## src/rtl/multicycle_control_fsm.sv

```systemverilog
// Multicycle main controller: one state per clock, Moore outputs (pc_write in BRANCH also depends on zero).
// Latency 3-5 cycles per instruction; MEM_RD/MEM_WR stall while mem_ready=0, HALT holds until rst.
module multicycle_control_fsm #(
  parameter int CNT_W = 16
) (
  input  logic             clk,
  input  logic             rst,
  input  logic [5:0]       opcode,
  input  logic             zero,
  input  logic             mem_ready,
  output logic             SelectIns,
  output logic             ir_write,
  output logic             pc_write,
  output logic [1:0]       PCSrc,
  output logic             RegWrite,
  output logic             RegDst,
  output logic             ALUSrcA,
  output logic [1:0]       ALUSrcB,
  output logic             MemWrite,
  output logic             MemtoReg,
  output logic             BEQ,
  output logic             mem_req,
  output logic             halted,
  output logic [3:0]       state,
  output logic [CNT_W-1:0] retired
);

  typedef enum logic [3:0] {
    S_FETCH    = 4'd0,
    S_DECODE   = 4'd1,
    S_EXEC_R   = 4'd2,
    S_EXEC_I   = 4'd3,
    S_WB_ALU   = 4'd4,
    S_MEM_ADDR = 4'd5,
    S_MEM_RD   = 4'd6,
    S_MEM_WB   = 4'd7,
    S_MEM_WR   = 4'd8,
    S_BRANCH   = 4'd9,
    S_JUMP     = 4'd10,
    S_HALT     = 4'd11
  } state_t;

  state_t           r_state;
  state_t           w_next;
  logic [5:0]       r_op_q;
  logic [CNT_W-1:0] r_retired;
  logic             w_retire;
  logic             w_unused_op;

  // Only the class bit and the low bit of op_q matter after DECODE.
  assign w_unused_op = ^{r_op_q[5], r_op_q[3:1]};

  always_ff @(posedge clk) begin
    if (rst) begin
      r_state   <= S_FETCH;
      r_op_q    <= 6'd0;
      r_retired <= '0;
    end else begin
      r_state <= w_next;
      if (r_state == S_DECODE) r_op_q <= opcode;
      if (w_retire) r_retired <= r_retired + 1'b1;
    end
  end

  always_comb begin
    w_next = r_state;
    case (r_state)
      S_FETCH:  w_next = S_DECODE;
      S_DECODE: begin
        case (opcode[5:4])
          2'b00:   w_next = S_EXEC_R;
          2'b01:   w_next = S_EXEC_I;
          2'b10:   w_next = S_MEM_ADDR;
          default: begin
            case (opcode[1:0])
              2'b00, 2'b01: w_next = S_BRANCH;
              2'b10:        w_next = S_JUMP;
              default:      w_next = S_HALT;
            endcase
          end
        endcase
      end
      S_EXEC_R, S_EXEC_I: w_next = S_WB_ALU;
      S_MEM_ADDR: w_next = r_op_q[0] ? S_MEM_WR : S_MEM_RD;
      S_MEM_RD:   if (mem_ready) w_next = S_MEM_WB;
      S_MEM_WR:   if (mem_ready) w_next = S_FETCH;
      S_WB_ALU, S_MEM_WB, S_BRANCH, S_JUMP: w_next = S_FETCH;
      S_HALT:     w_next = S_HALT;
      default:    w_next = S_FETCH;
    endcase
  end

  // HALT is reached from DECODE, so it can never count as a retirement.
  assign w_retire = (w_next == S_FETCH) &&
                    ((r_state == S_WB_ALU) || (r_state == S_MEM_WB) ||
                     (r_state == S_MEM_WR) || (r_state == S_BRANCH) ||
                     (r_state == S_JUMP));

  always_comb begin
    SelectIns = 1'b0;
    ir_write  = 1'b0;
    pc_write  = 1'b0;
    PCSrc     = 2'd0;
    RegWrite  = 1'b0;
    RegDst    = 1'b0;
    ALUSrcA   = 1'b0;
    ALUSrcB   = 2'd0;
    MemWrite  = 1'b0;
    MemtoReg  = 1'b0;
    BEQ       = 1'b0;
    mem_req   = 1'b0;
    halted    = 1'b0;
    if (!rst) begin
      case (r_state)
        S_FETCH: begin
          ir_write = 1'b1;
          pc_write = 1'b1;
        end
        S_EXEC_R: ALUSrcA = 1'b1;
        S_EXEC_I, S_MEM_ADDR: begin
          ALUSrcA = 1'b1;
          ALUSrcB = 2'd2;
        end
        S_WB_ALU: begin
          ALUSrcA  = 1'b1;
          ALUSrcB  = r_op_q[4] ? 2'd2 : 2'd0;
          RegWrite = 1'b1;
          RegDst   = ~r_op_q[4];
        end
        S_MEM_RD: begin
          ALUSrcA = 1'b1;
          ALUSrcB = 2'd2;
          mem_req = 1'b1;
        end
        S_MEM_WB: begin
          RegWrite = 1'b1;
          MemtoReg = 1'b1;
        end
        S_MEM_WR: begin
          ALUSrcA  = 1'b1;
          ALUSrcB  = 2'd2;
          mem_req  = 1'b1;
          MemWrite = 1'b1;
        end
        S_BRANCH: begin
          ALUSrcA  = 1'b1;
          BEQ      = r_op_q[0];
          PCSrc    = 2'd2;
          pc_write = zero ^ r_op_q[0];
        end
        S_JUMP: begin
          PCSrc    = 2'd2;
          pc_write = 1'b1;
        end
        S_HALT:  halted = 1'b1;
        default: halted = 1'b0;
      endcase
    end
  end

  assign state   = rst ? 4'd0 : r_state;
  assign retired = rst ? '0 : r_retired;

endmodule

```

## config.mk

```make
export PLATFORM = sky130hd
export DESIGN_NAME = multicycle_control_fsm
export DESIGN_NICKNAME = d
export VERILOG_FILES = /design/src/rtl/multicycle_control_fsm.sv
export SDC_FILE = /design/constraint.sdc
export NUM_CORES = 1
export LEC_CHECK = 0
export CORE_MARGIN = 10
export CORE_UTILIZATION = 45
export DETAILED_ROUTE_END_ITERATION = 12
export PLACE_DENSITY = 0.75
export SLEW_MARGIN = 5
export SYNTH_ARGS = -nofsm -noshare
export SYNTH_HDL_FRONTEND = slang
export SYNTH_SLANG_ARGS = --single-unit
```

## constraint.sdc

```tcl
create_clock -name clk -period 2.4 [get_ports clk]
set_input_delay 0.48 -clock clk [delete_from_list [all_inputs] [get_ports clk]]
set_output_delay 0.48 -clock clk [all_outputs]
set_load 0.01 [all_outputs]
```

==> results.py <==
metrics = {
    "sta": {
        "finalSetupViolations": 0,
        "worst_slack_ns": 0.1155,
        "fmax_mhz": 437.7,
        "rsz0062_at_grt": "false",
        "period_share": 0.9519,
        "tightestPinTransition_ns": 0.5229,
        "clock_skew_ns": 0.005203,
        "drv_slew": 0,
        "hold_viol": 0,
        "fin_crit_ns": 2.285,
        "relSlewSlack": 0.6487,
    },
    "run": {
        "cap_violations": 0,
    },
    "pwr": {
        "powerDensity_nw_per_um2": 415.2,
        "ir_worst_vdd_uv": 302.5,
        "comb_power_share": 0.292,
        "power_frac_clock": 0.232,
        "power.share.switching": 0.3087,
        "net-switching-power_uw": 273.1,
        "power.internal_uw": 611.6,
        "p_leak_uw": 0.0008853,
        "seq_power_share": 0.476,
    },
    "placed_design": {
        "gp_congestion": 0.8303,
        "placed_cell_area_um2": 2078,
        "io_buffers": 39,
        "dp_hpwl_um": 3122,
        "post-place-ws_ns": -0.1464,
    },
    "layout": {
        "design_area_um2": 2131,
        "drive_gt1_frac": 0.1514,
        "final_net_count": 267,
        "syn_to_final_growth_pct": 37.23,
        "n_antenna_cell": 0,
    },
    "synthesis": {
        "ys.flop_type": "dfxtp_1",
        "synth_area_um2": 1553,
        "synth.distinct_cells": 46,
        "synth-edff-count": 0,
        "syn_inst": 203,
        "async_reset_ff_frac": 0,
        "syn_avg_cell_area_um2": 7.649,
        "seq_area_frac_synth": 0.2836,
        "yosysWarnings": 0,
        "synth-seq-cells": 22,
    },
    "route": {
        "vias": 1525,
        "ant_nets": 0,
        "drtPass1Iterations": 4,
        "first_iter_violations": 103,
        "drc": 0,
        "vias_per_cell": 5.135,
        "wl_per_cell_um": 13.53,
        "wl_um": 4017,
    },
    "clocking": {
        "post-cts-setup-buffer-count": 0,
        "clk-insertion-delay-late_ns": 0.30,
        "cts_buffers": 3,
        "cts_resized": 6,
        "cts.sinks": 22,
        "cts.clk_slew.worst_paths_ns": 0.12,
        "clk_path_buf_depth": 2,
        "h-tree-depth": 1,
        "cts_hold_buffers": 0,
        "cts_tree": "done",
        "root_buffer": "clkbuf_4",
    },
    "worst_hold_path": {
        "min_from": "r_retired[15]$_SDFFE_PP0P_",
        "hp-class": "register to register",
    },
    "global_routing": {
        "grt_antenna_before_repair": 0,
        "grt_pass1_wl_um": 6817,
        "grt_max_degree": 20,
        "grt_pass1_vias": 1439,
        "grt_overflow_total": 0,
        "grt_usage": 0.1276,
    },
    "die": {
        "start_util": 0.4653,
        "die_h_um": 78.74,
        "coreArea_um2": 3337,
        "ioPinCount": 45,
        "row_count": 21,
        "die_w_um": 78.74,
        "dieArea_um2": 6200,
    },
    "setup_path": {
        "r2r_start": "r_state[1]$_SDFF_PP0_",
        "crit_arrival_ns": 1.80,
        "reg2reg_slack_ns": 0.35,
        "crit_type": "input port to output pin",
        "crit_start": "rst",
        "end_kind": "output pin",
        "cp_max_fo": 14,
        "cp.required_ns": 1.92,
        "cp-start-kind": "input port",
    },
    "status": {
        "status": "complete, no violations",
    },
}
[final cells by class]
type / count / area [µm²]
fill: 312 / 1206
inverter: 3 / 11.26
timing repair buffer: 58 / 539.3
sequential: 22 / 450.4
multi-input combinational: 164 / 1036
tap: 46 / 57.56
clock buffer: 4 / 36.28
[state kept, by name, indices dropped and copies added (netlist names)]
register and count:
r_state 4, r_retired 16, r_op_q 2
[synth_stat cells, types with 2 or more instances]
cell type  number  area, µm²
nor2_1         26      97.59
nor2b_1        23      143.9
dfxtp_1        22      440.4
nand2_1        17      63.81
clkbuf_1        9      33.78
nor3_1          9      45.04
a21oi_1         8      40.04
o21ai_0         8      40.04
mux2_2          7      78.83
ha_1            5      62.56
nand3_1         5      25.02
xnor2_1         5      43.79
and4_1          4      35.03
buf_1           3      11.26
buf_4           3      22.52
inv_1           3      11.26
mux2i_1         3      30.03
nor4_1          3      18.77
xor2_1          3      26.28
a22oi_1         2      15.01
and3_1          2      12.51
nand2b_1        2      12.51
nand3b_1        2      15.01
nand4_1         2      12.51
nor3b_1         2      15.01
o21a_1          2      15.01
o31ai_1         2      15.01
or3_1           2      12.51
or4_1           2      15.01
[power by group through the flow]
stage	Combinational (µW)	Clock, µW	Sequential, µW
3_5_place_dp	263	0	427
3_3_place_gp	260	0	427
5_1_grt	286	226	425
2_1_floorplan	170	0	405
4_1_cts	260	210	420
6_report	259	205	421
[critical path: stages]
cell and delay [ns]:
dlygate4sd2_1 0.31, buf_4 0.22, nor4_1 0.22, clkdlybuf4s50_1 0.58
[layout by cell type, fill, tap and decap left out, types with 2 or more instances in the layout]
cell,instances
clkdlybuf4s50_1,32
nor2_1,26
nor2b_1,23
buf_4,19
dfxtp_1,18
nand2_1,17
nor3_1,9
o21ai_0,8
a21oi_1,8
mux2_2,7
xnor2_1,5
nand3_1,5
ha_1,5
and4_1,4
dlymetal6s2s_1,4
inv_1,3
nor4_1,3
xor2_1,3
mux2i_1,3
conb_1,3
clkbuf_4,3
dlygate4sd2_1,3
nand2b_1,2
nand3b_1,2
o21a_1,2
nor3b_1,2
and3_1,2
nand4_1,2
or3_1,2
or4_1,2
o31ai_1,2
a22oi_1,2
dfxtp_2,2
dfxtp_4,2
[routing by layer]
layer  wire (µm)  vias up  global-route usage
met3         207        2             0.03829
met2        1945       21              0.2204
li1            -      799                   -
met4          15        0             0.02151
met1        1849      703              0.1542
met5           0        -                   0
[cell families after synthesis]
family          count (synthesis)  share of synthesized area
other cells                     1                   0.002415
fa+ha+maj                       5                    0.04029
mux                            10                    0.07011
buf+inv                        19                    0.05398
xor+xnor                        8                    0.04513
compound gates                 30                     0.1289
simple gates                  108                     0.3755
flops                          22                     0.2836
[metrics by stage]
| step | utilization | total power [µW] | setup TNS [ns] | cells | hold WS (ns) |
|---|---|---|---|---|---|
| 2_1_floorplan | - | 575.1 | 0 | 205 | 0.4536 |
| 3_3_place_gp | 0.6228 | 687.7 | -1.537 | 293 | 0.4641 |
| 3_5_place_dp | 0.6228 | 690.2 | -1.715 | 293 | 0.4751 |
| 4_1_cts | 0.6337 | 890.7 | 0 | 297 | 0.4927 |
| 5_1_grt | 0.6385 | 936.9 | 0 | 297 | 0.5313 |
| 6_report | 0.6385 | 884.7 | 0 | 297 | 0.4939 |
[final timing paths]
check | to | depth (start not counted)
setup reg to reg | r_retired[14]$_SDFFE_PP0P_ | 6
hold / removal | r_retired[15]$_SDFFE_PP0P_ | 2
hold reg to reg | r_retired[15]$_SDFFE_PP0P_ | 2
setup / recovery | MemWrite | 4
Power figures use the tool's default switching activity.
